## config.mk

```make
export PLATFORM = sky130hd
export DESIGN_NAME = instr_packer
export DESIGN_NICKNAME = d
export VERILOG_FILES = /design/src/rtl/instr_packer.sv
export SDC_FILE = /design/constraint.sdc
export NUM_CORES = 1
export LEC_CHECK = 0
export ABC_AREA = 1
export CORE_UTILIZATION = 57
export DETAILED_ROUTE_END_ITERATION = 10
export GPL_ROUTABILITY_DRIVEN = 0
export PLACE_DENSITY = 0.87
export SLEW_MARGIN = 10
export SYNTH_ARGS = -nofsm -noshare
export SYNTH_HDL_FRONTEND = slang
export SYNTH_SLANG_ARGS = --single-unit
```

## constraint.sdc

```tcl
create_clock -name clk -period 5.8 [get_ports clk]
set_input_delay 0.58 -clock clk [delete_from_list [all_inputs] [get_ports clk]]
set_output_delay 0.58 -clock clk [all_outputs]
set_load 0.03 [all_outputs]
```

## src/rtl/instr_packer.sv

```systemverilog
// instr_packer: packs R/I/J instruction fields into 32-bit words, buffers them in a
// small FIFO and streams them to instruction memory at sequential addresses.
`default_nettype none

module instr_packer #(
  parameter int DEPTH  = 4,
  parameter int ADDR_W = 10
) (
  input  logic              clk,
  input  logic              rst_n,
  input  logic              in_valid,
  output logic              in_ready,
  input  logic [1:0]        fmt,
  input  logic [5:0]        opcode,
  input  logic [4:0]        rs,
  input  logic [4:0]        rt,
  input  logic [4:0]        rd,
  input  logic [4:0]        shamt,
  input  logic [5:0]        funct,
  input  logic [15:0]       imm16,
  input  logic [25:0]       target,
  input  logic              load_base,
  input  logic [ADDR_W-1:0] base_addr,
  output logic              mem_we,
  input  logic              mem_ready,
  output logic [ADDR_W-1:0] mem_addr,
  output logic [31:0]       mem_wdata,
  output logic [15:0]       words_written,
  output logic              err_fmt,
  output logic              idle
);

  localparam int PTR_W = $clog2(DEPTH);
  localparam logic [PTR_W:0] DEPTH_CNT = DEPTH[PTR_W:0];

  logic [31:0]       fifo_mem [DEPTH];
  logic [PTR_W-1:0]  wr_ptr;
  logic [PTR_W-1:0]  rd_ptr;
  logic [PTR_W:0]    count;
  logic [ADDR_W-1:0] next_addr;
  logic [31:0]       packed_word;
  logic              push;
  logic              pop;
  logic              done;

  always_comb begin
    packed_word = 32'h0000_0000;
    case (fmt)
      2'd0:    packed_word = {opcode, rs, rt, rd, shamt, funct};
      2'd1:    packed_word = {opcode, rs, rt, imm16};
      2'd2:    packed_word = {opcode, target};
      default: packed_word = 32'h0000_0000;
    endcase
  end

  // in_ready looks only at the registered count so it never combinationally
  // depends on the memory handshake.
  assign in_ready = (count < DEPTH_CNT);
  assign idle     = (count == '0) && !mem_we;
  assign push     = in_valid && in_ready;
  assign pop      = (count != '0) && (!mem_we || mem_ready);
  assign done     = mem_we && mem_ready;

  always_ff @(posedge clk) begin
    if (push) begin
      fifo_mem[wr_ptr] <= packed_word;
    end
  end

  always_ff @(posedge clk or negedge rst_n) begin
    if (!rst_n) begin
      wr_ptr <= '0;
      rd_ptr <= '0;
      count  <= '0;
    end else begin
      if (push) begin
        wr_ptr <= wr_ptr + PTR_W'(1);
      end
      if (pop) begin
        rd_ptr <= rd_ptr + PTR_W'(1);
      end
      case ({push, pop})
        2'b10:   count <= count + (PTR_W+1)'(1);
        2'b01:   count <= count - (PTR_W+1)'(1);
        default: count <= count;
      endcase
    end
  end

  always_ff @(posedge clk or negedge rst_n) begin
    if (!rst_n) begin
      mem_we    <= 1'b0;
      mem_addr  <= '0;
      mem_wdata <= 32'h0000_0000;
      next_addr <= '0;
    end else if (pop) begin
      mem_we    <= 1'b1;
      mem_addr  <= next_addr;
      mem_wdata <= fifo_mem[rd_ptr];
      next_addr <= next_addr + ADDR_W'(1);
    end else begin
      if (done) begin
        mem_we <= 1'b0;
      end
      // pop is impossible while idle, so rebasing never races a load
      if (load_base && idle) begin
        next_addr <= base_addr;
      end
    end
  end

  always_ff @(posedge clk or negedge rst_n) begin
    if (!rst_n) begin
      words_written <= 16'h0000;
      err_fmt       <= 1'b0;
    end else begin
      if (done) begin
        words_written <= words_written + 16'h0001;
      end
      if (push && (fmt == 2'd3)) begin
        err_fmt <= 1'b1;
      end
    end
  end

endmodule

`default_nettype wire

```

Word-level counts from Yosys, hierarchy flattened:

Memories as Yosys holds them, arrays and structs flattened. A register that Yosys moved wholly into a read port is not among the register bits.
Index checks and enable logic that the tools add are counted.
Widths: inputs -> output; s select.

* memories: 1
* memory bits (writable): 128
* bits in registers: 45
* memory bits (read-only): 0
* bits in latches: 0
* word-level logic and storage cells: 44
* input bits: 91
* output and inout port bits: 62

* $lt $le $gt $ge: 1
* reductions and logical operators: 15
* $mul: 0
* shifts and indexed selects: 0
* bitwise gates (word level): 0
* divide/modulo/power cells: 0
* add/sub/neg operators: 6
* equal/unequal tests: 5
* multiplexer cells: 8

Memories
* fifo_mem: depth 4, width 32, read ports 1, clocked after memory_dff 1, write ports 1, line 36 `logic [31:0] fifo_mem [DEPTH];`

Operators by type and width (count)
* $pmux 32 s3: 1
* $mux 10: 2
* $add 16x1->16 const B: 1
* $add 10x1->10 const B: 1
* $eq 2x2->1 const B: 3
* $logic_and 1x1->1: 6
* $pmux 3 s2: 1
* $reduce_bool 2->1: 3
* $add 2x1->2 const B: 2
* $eq 2x1->1 const B: 2
* $mux 1: 4
* $add 3x1->3 const B: 1
* $logic_not 3->1: 1
* $lt 3x3->1 const B: 1
* $reduce_bool 3->1: 1
* $sub 3x1->3 const B: 1
* $logic_not 1->1: 2
* $logic_not 2->1: 1
* $logic_or 1x1->1: 1

Longest topological paths before layout:

* depth after elaboration: 5
* mapped depth: 12

Worst setup path before layout:

OpenSTA, ideal clock, no wires.

* kind: flip-flop to flip-flop
* start point: register count[2]
* end point: memory fifo_mem[0][0], enable pin
* library setup time: 0.421 ns
* slack: 3.111 ns
* data arrival time: 2.268 ns
* path buffers: 0
* required time: 5.379 ns
* period minus slack after synthesis: 2.689 ns
* stages on the path, launching flop included: 4
* path through: dfrtp_1 inv_1 nand2_1 nor2_1

* longest elaborated chain between the ends: 4

RTL lines
* start: declaration: line 39 `logic [PTR_W:0] count;`
* start signal: assignment: line 83 `2'b10: count <= count + (PTR_W+1)'(1);`
* start signal: assignment: line 84 `2'b01: count <= count - (PTR_W+1)'(1);`
* start signal: assignment: line 85 `default: count <= count;`
* $lt 3x3->1: line 58 `assign in_ready = (count < DEPTH_CNT);`
* via in_ready: line 12 `output logic in_ready,`
* $logic_and 1x1->1: line 60 `assign push = in_valid && in_ready;`
* $mux 1: line 65 `if (push) begin`
* $mux 1 (implied by the code): line 66 `fifo_mem[wr_ptr] <= packed_word;`
* end: declaration: line 36

The timed path passes the listed nets, and every way through them passes these cells.

==> impl_metrics.env <==
export IMPL_crit_family="flip-flops"
export IMPL_rsz0062_at_grt="false"
export IMPL_drt_iter0_markers=569
export IMPL_yosys_area_top_type="edfxtp_1"
export IMPL_num_fill_cells=984
export IMPL_fin_skew_ns=0.0159
export IMPL_clk_pin_slew_ns=0.06
export IMPL_initial_core_util_pct=58.2
export IMPL_slowest_delay_ns=1.16
export IMPL_path_buf_inv=1
export IMPL_crit_slowest_cell="dfrtp_2"
export IMPL_ys_warnings_count=0
export IMPL_drc=0
export IMPL_peakVddDrop_uv=364
export IMPL_syn_num_nets=954
export IMPL_synth_top_area_share_pct=43.6
export IMPL_syn_to_final_growth_pct=25.9
export IMPL_antenna_left=0
export IMPL_wire_per_inst_um=16.9
export IMPL_synth_area_leaders="edfxtp_1 44%, dfrtp_1 22%, nor2_1 9.2%"
export IMPL_tightest_slew_ns=1.20
export IMPL_drive_gt1_share_pct=5.16
export IMPL_hold_viol_final=0
export IMPL_synthesis_area_um2=8810
export IMPL_ctsResizeCount=0
export IMPL_grt_max_degree=78
export IMPL_hpwlAfterDp_um=12100
export IMPL_ys_types=33
export IMPL_timing_rr_start="rd_ptr[0]$_DFFE_PN0N_"
export IMPL_grt_pass1_vias=6444
export IMPL_cts_hold_buf=0
export IMPL_num_antenna_cells=0
export IMPL_cts_buffers_inserted=21
export IMPL_finalSetupTns_ns=0
export IMPL_reg2reg_depth=3
export IMPL_drv_cap=0
export IMPL_vias=6752
export IMPL_htreeDepth=1
export IMPL_cp_num_cells=3
export IMPL_slew_headroom_pct=19.8
export IMPL_viasPerCell=5.65
export IMPL_worstPathRequired_ns=6.13
export IMPL_postCtsSetupBuffers=0
export IMPL_status="completed"
export IMPL_grt_util_all_layers_pct=25.3
export IMPL_postSynthCellCount=855
export IMPL_fmax_ghz=0.377
export IMPL_clock_latency_ns=0.50
export IMPL_path_class="reg -> reg"
export IMPL_ys_ff_latch=205
export IMPL_pwr_density_cell_nw_per_um2=511
export IMPL_cp_max_fo=66
export IMPL_rows=45
export IMPL_antenna_found_initial=0
export IMPL_hold_class="in -> async"
export IMPL_crit_chain="inv_2 -> o21ai_0 -> a31oi_1"
export IMPL_first_pass_iters=5
export IMPL_period_minus_slack_ns=2.66
export IMPL_cp_startpoint="rd_ptr[0]$_DFFE_PN0N_"
export IMPL_regToRegSetupSlack_ns=3.14
export IMPL_final_cell_mix="211 x nor2_1, 151 x clkdlybuf4s50_1, 128 x edfxtp_1, 90 x nand2_1, 86 x o21ai_0"
export IMPL_worstSetupEndpointType="flop"
export IMPL_setup_viol=0
export IMPL_grt_pass1_wl_um=31400
export IMPL_dp_cells=1158
export IMPL_core_area_um2=15100
export IMPL_cts_sinks=205
export IMPL_r2r_end="mem_wdata[12]$_DFFE_PN0N_"
export IMPL_drt_wl_total_um=20200
export IMPL_die_y_um=126
export IMPL_ctsRootBufferMaster="clkbuf_16"
export IMPL_die_area_um2=16000
export IMPL_report_final_slew_viol_count=0
export IMPL_cts_tree="yes"
export IMPL_leakage_nw=4.38
export IMPL_fin_cells=1196
export IMPL_syn_area_per_cell_um2=10.3
export IMPL_die_w_um=126
export IMPL_port_buffers=152
export IMPL_cts_path_max_buffers=3
export IMPL_grt_overflow_total=0
export IMPL_io_pins=153
export IMPL_startpoint_type="flop"
export IMPL_arrival_ns=2.99
export IMPL_nets=1092
export IMPL_period_share_pct=45.8
export IMPL_final_common_cell="nor2_1"
export IMPL_synth_seq_area_share_pct=65.5
per-layer routing:
metal,up-vias,part of all wire [%],global-route usage [%]
li1,3138,-,-
met1,3195,41,33.0
met2,374,48,43.1
met3,45,8.5,3.58
met4,0,2.4,10.3
met5,-,0,0
worst max path at each step:
stage / end / slack (ns)
after floorplan: fifo_mem[0][0]$_DFFE_PP_ / 3.11
after global placement: fifo_mem[0][8]$_DFFE_PP_ / 3.04
after detailed placement: fifo_mem[0][8]$_DFFE_PP_ / 2.95
after CTS: mem_wdata[25]$_DFFE_PN0N_ / 3.16
after global routing: mem_wdata[10]$_DFFE_PN0N_ / 2.96
final: mem_wdata[12]$_DFFE_PN0N_ / 3.14
state kept, by name, indices dropped and copies added (netlist names):
name	count
mem_we	1
words_written	16
count	3
mem_wdata	32
fifo_mem	128
next_addr	10
rd_ptr	2
wr_ptr	2
mem_addr	10
err_fmt	1
where the power goes:
part | internal [W] | leakage, nW | switching, W
Combinational | 0.000758 | 1.98 | 0.00132
Clock | 0.000816 | 0.340 | 0.000541
Sequential | 0.00195 | 2.06 | 0.000289
cells by family after synthesis:
family	share of synthesized area, %
and+or+nand+nor	16.5
adders and majority gates	1.22
buffers and inverters	5.78
xor gates and xnor gates	1.59
DFF	65.5
AOI/OAI and AO/OA	9.39
Yosys cell counts (all sizes together):
library cell	n
a21oi	10
a22oi	2
a31oi	35
buf	30
clkbuf	11
clkinv	1
dfrtp	77
edfxtp	128
fa	1
ha	7
inv	75
nand2	93
nand3	41
nand3b	1
nand4	5
nor2	218
nor3	2
o211ai	13
o21a	1
o21ai	86
o21bai	1
or2	1
xnor2	5
xor2	11
metrics by stage:
| stage | cell area, µm² | setup slack (ns) | hold WS, ns | util, % | power (W) |
|---|---|---|---|---|---|
| after CTS | 11100 | 3.16 | 0.314 | 73.3 | 0.00569 |
| final | 11100 | 3.14 | 0.264 | 73.3 | 0.00568 |
| after floorplan | 8810 | 3.11 | 0.284 | - | 0.00359 |
| after global placement | 10400 | 3.04 | 0.461 | 68.7 | 0.00423 |
| after global routing | 11100 | 2.96 | 0.371 | 73.3 | 0.00598 |
| after detailed placement | 10400 | 2.95 | 0.470 | 68.7 | 0.00432 |
cell type report:
cell class | count | area [µm²] | area share [%]
Clock buffer | 27 | 558 | 5.03
Clock inverter | 11 | 135 | 1.22
Inverter | 76 | 285 | 2.57
Multi-Input combinational cell | 533 | 2560 | 23.1
Sequential cell | 205 | 5770 | 52.0
Tap cell | 188 | 235 | 2.12
Timing Repair Buffer | 156 | 1550 | 14.0
No activity file was read; power rests on OpenSTA's default activity.
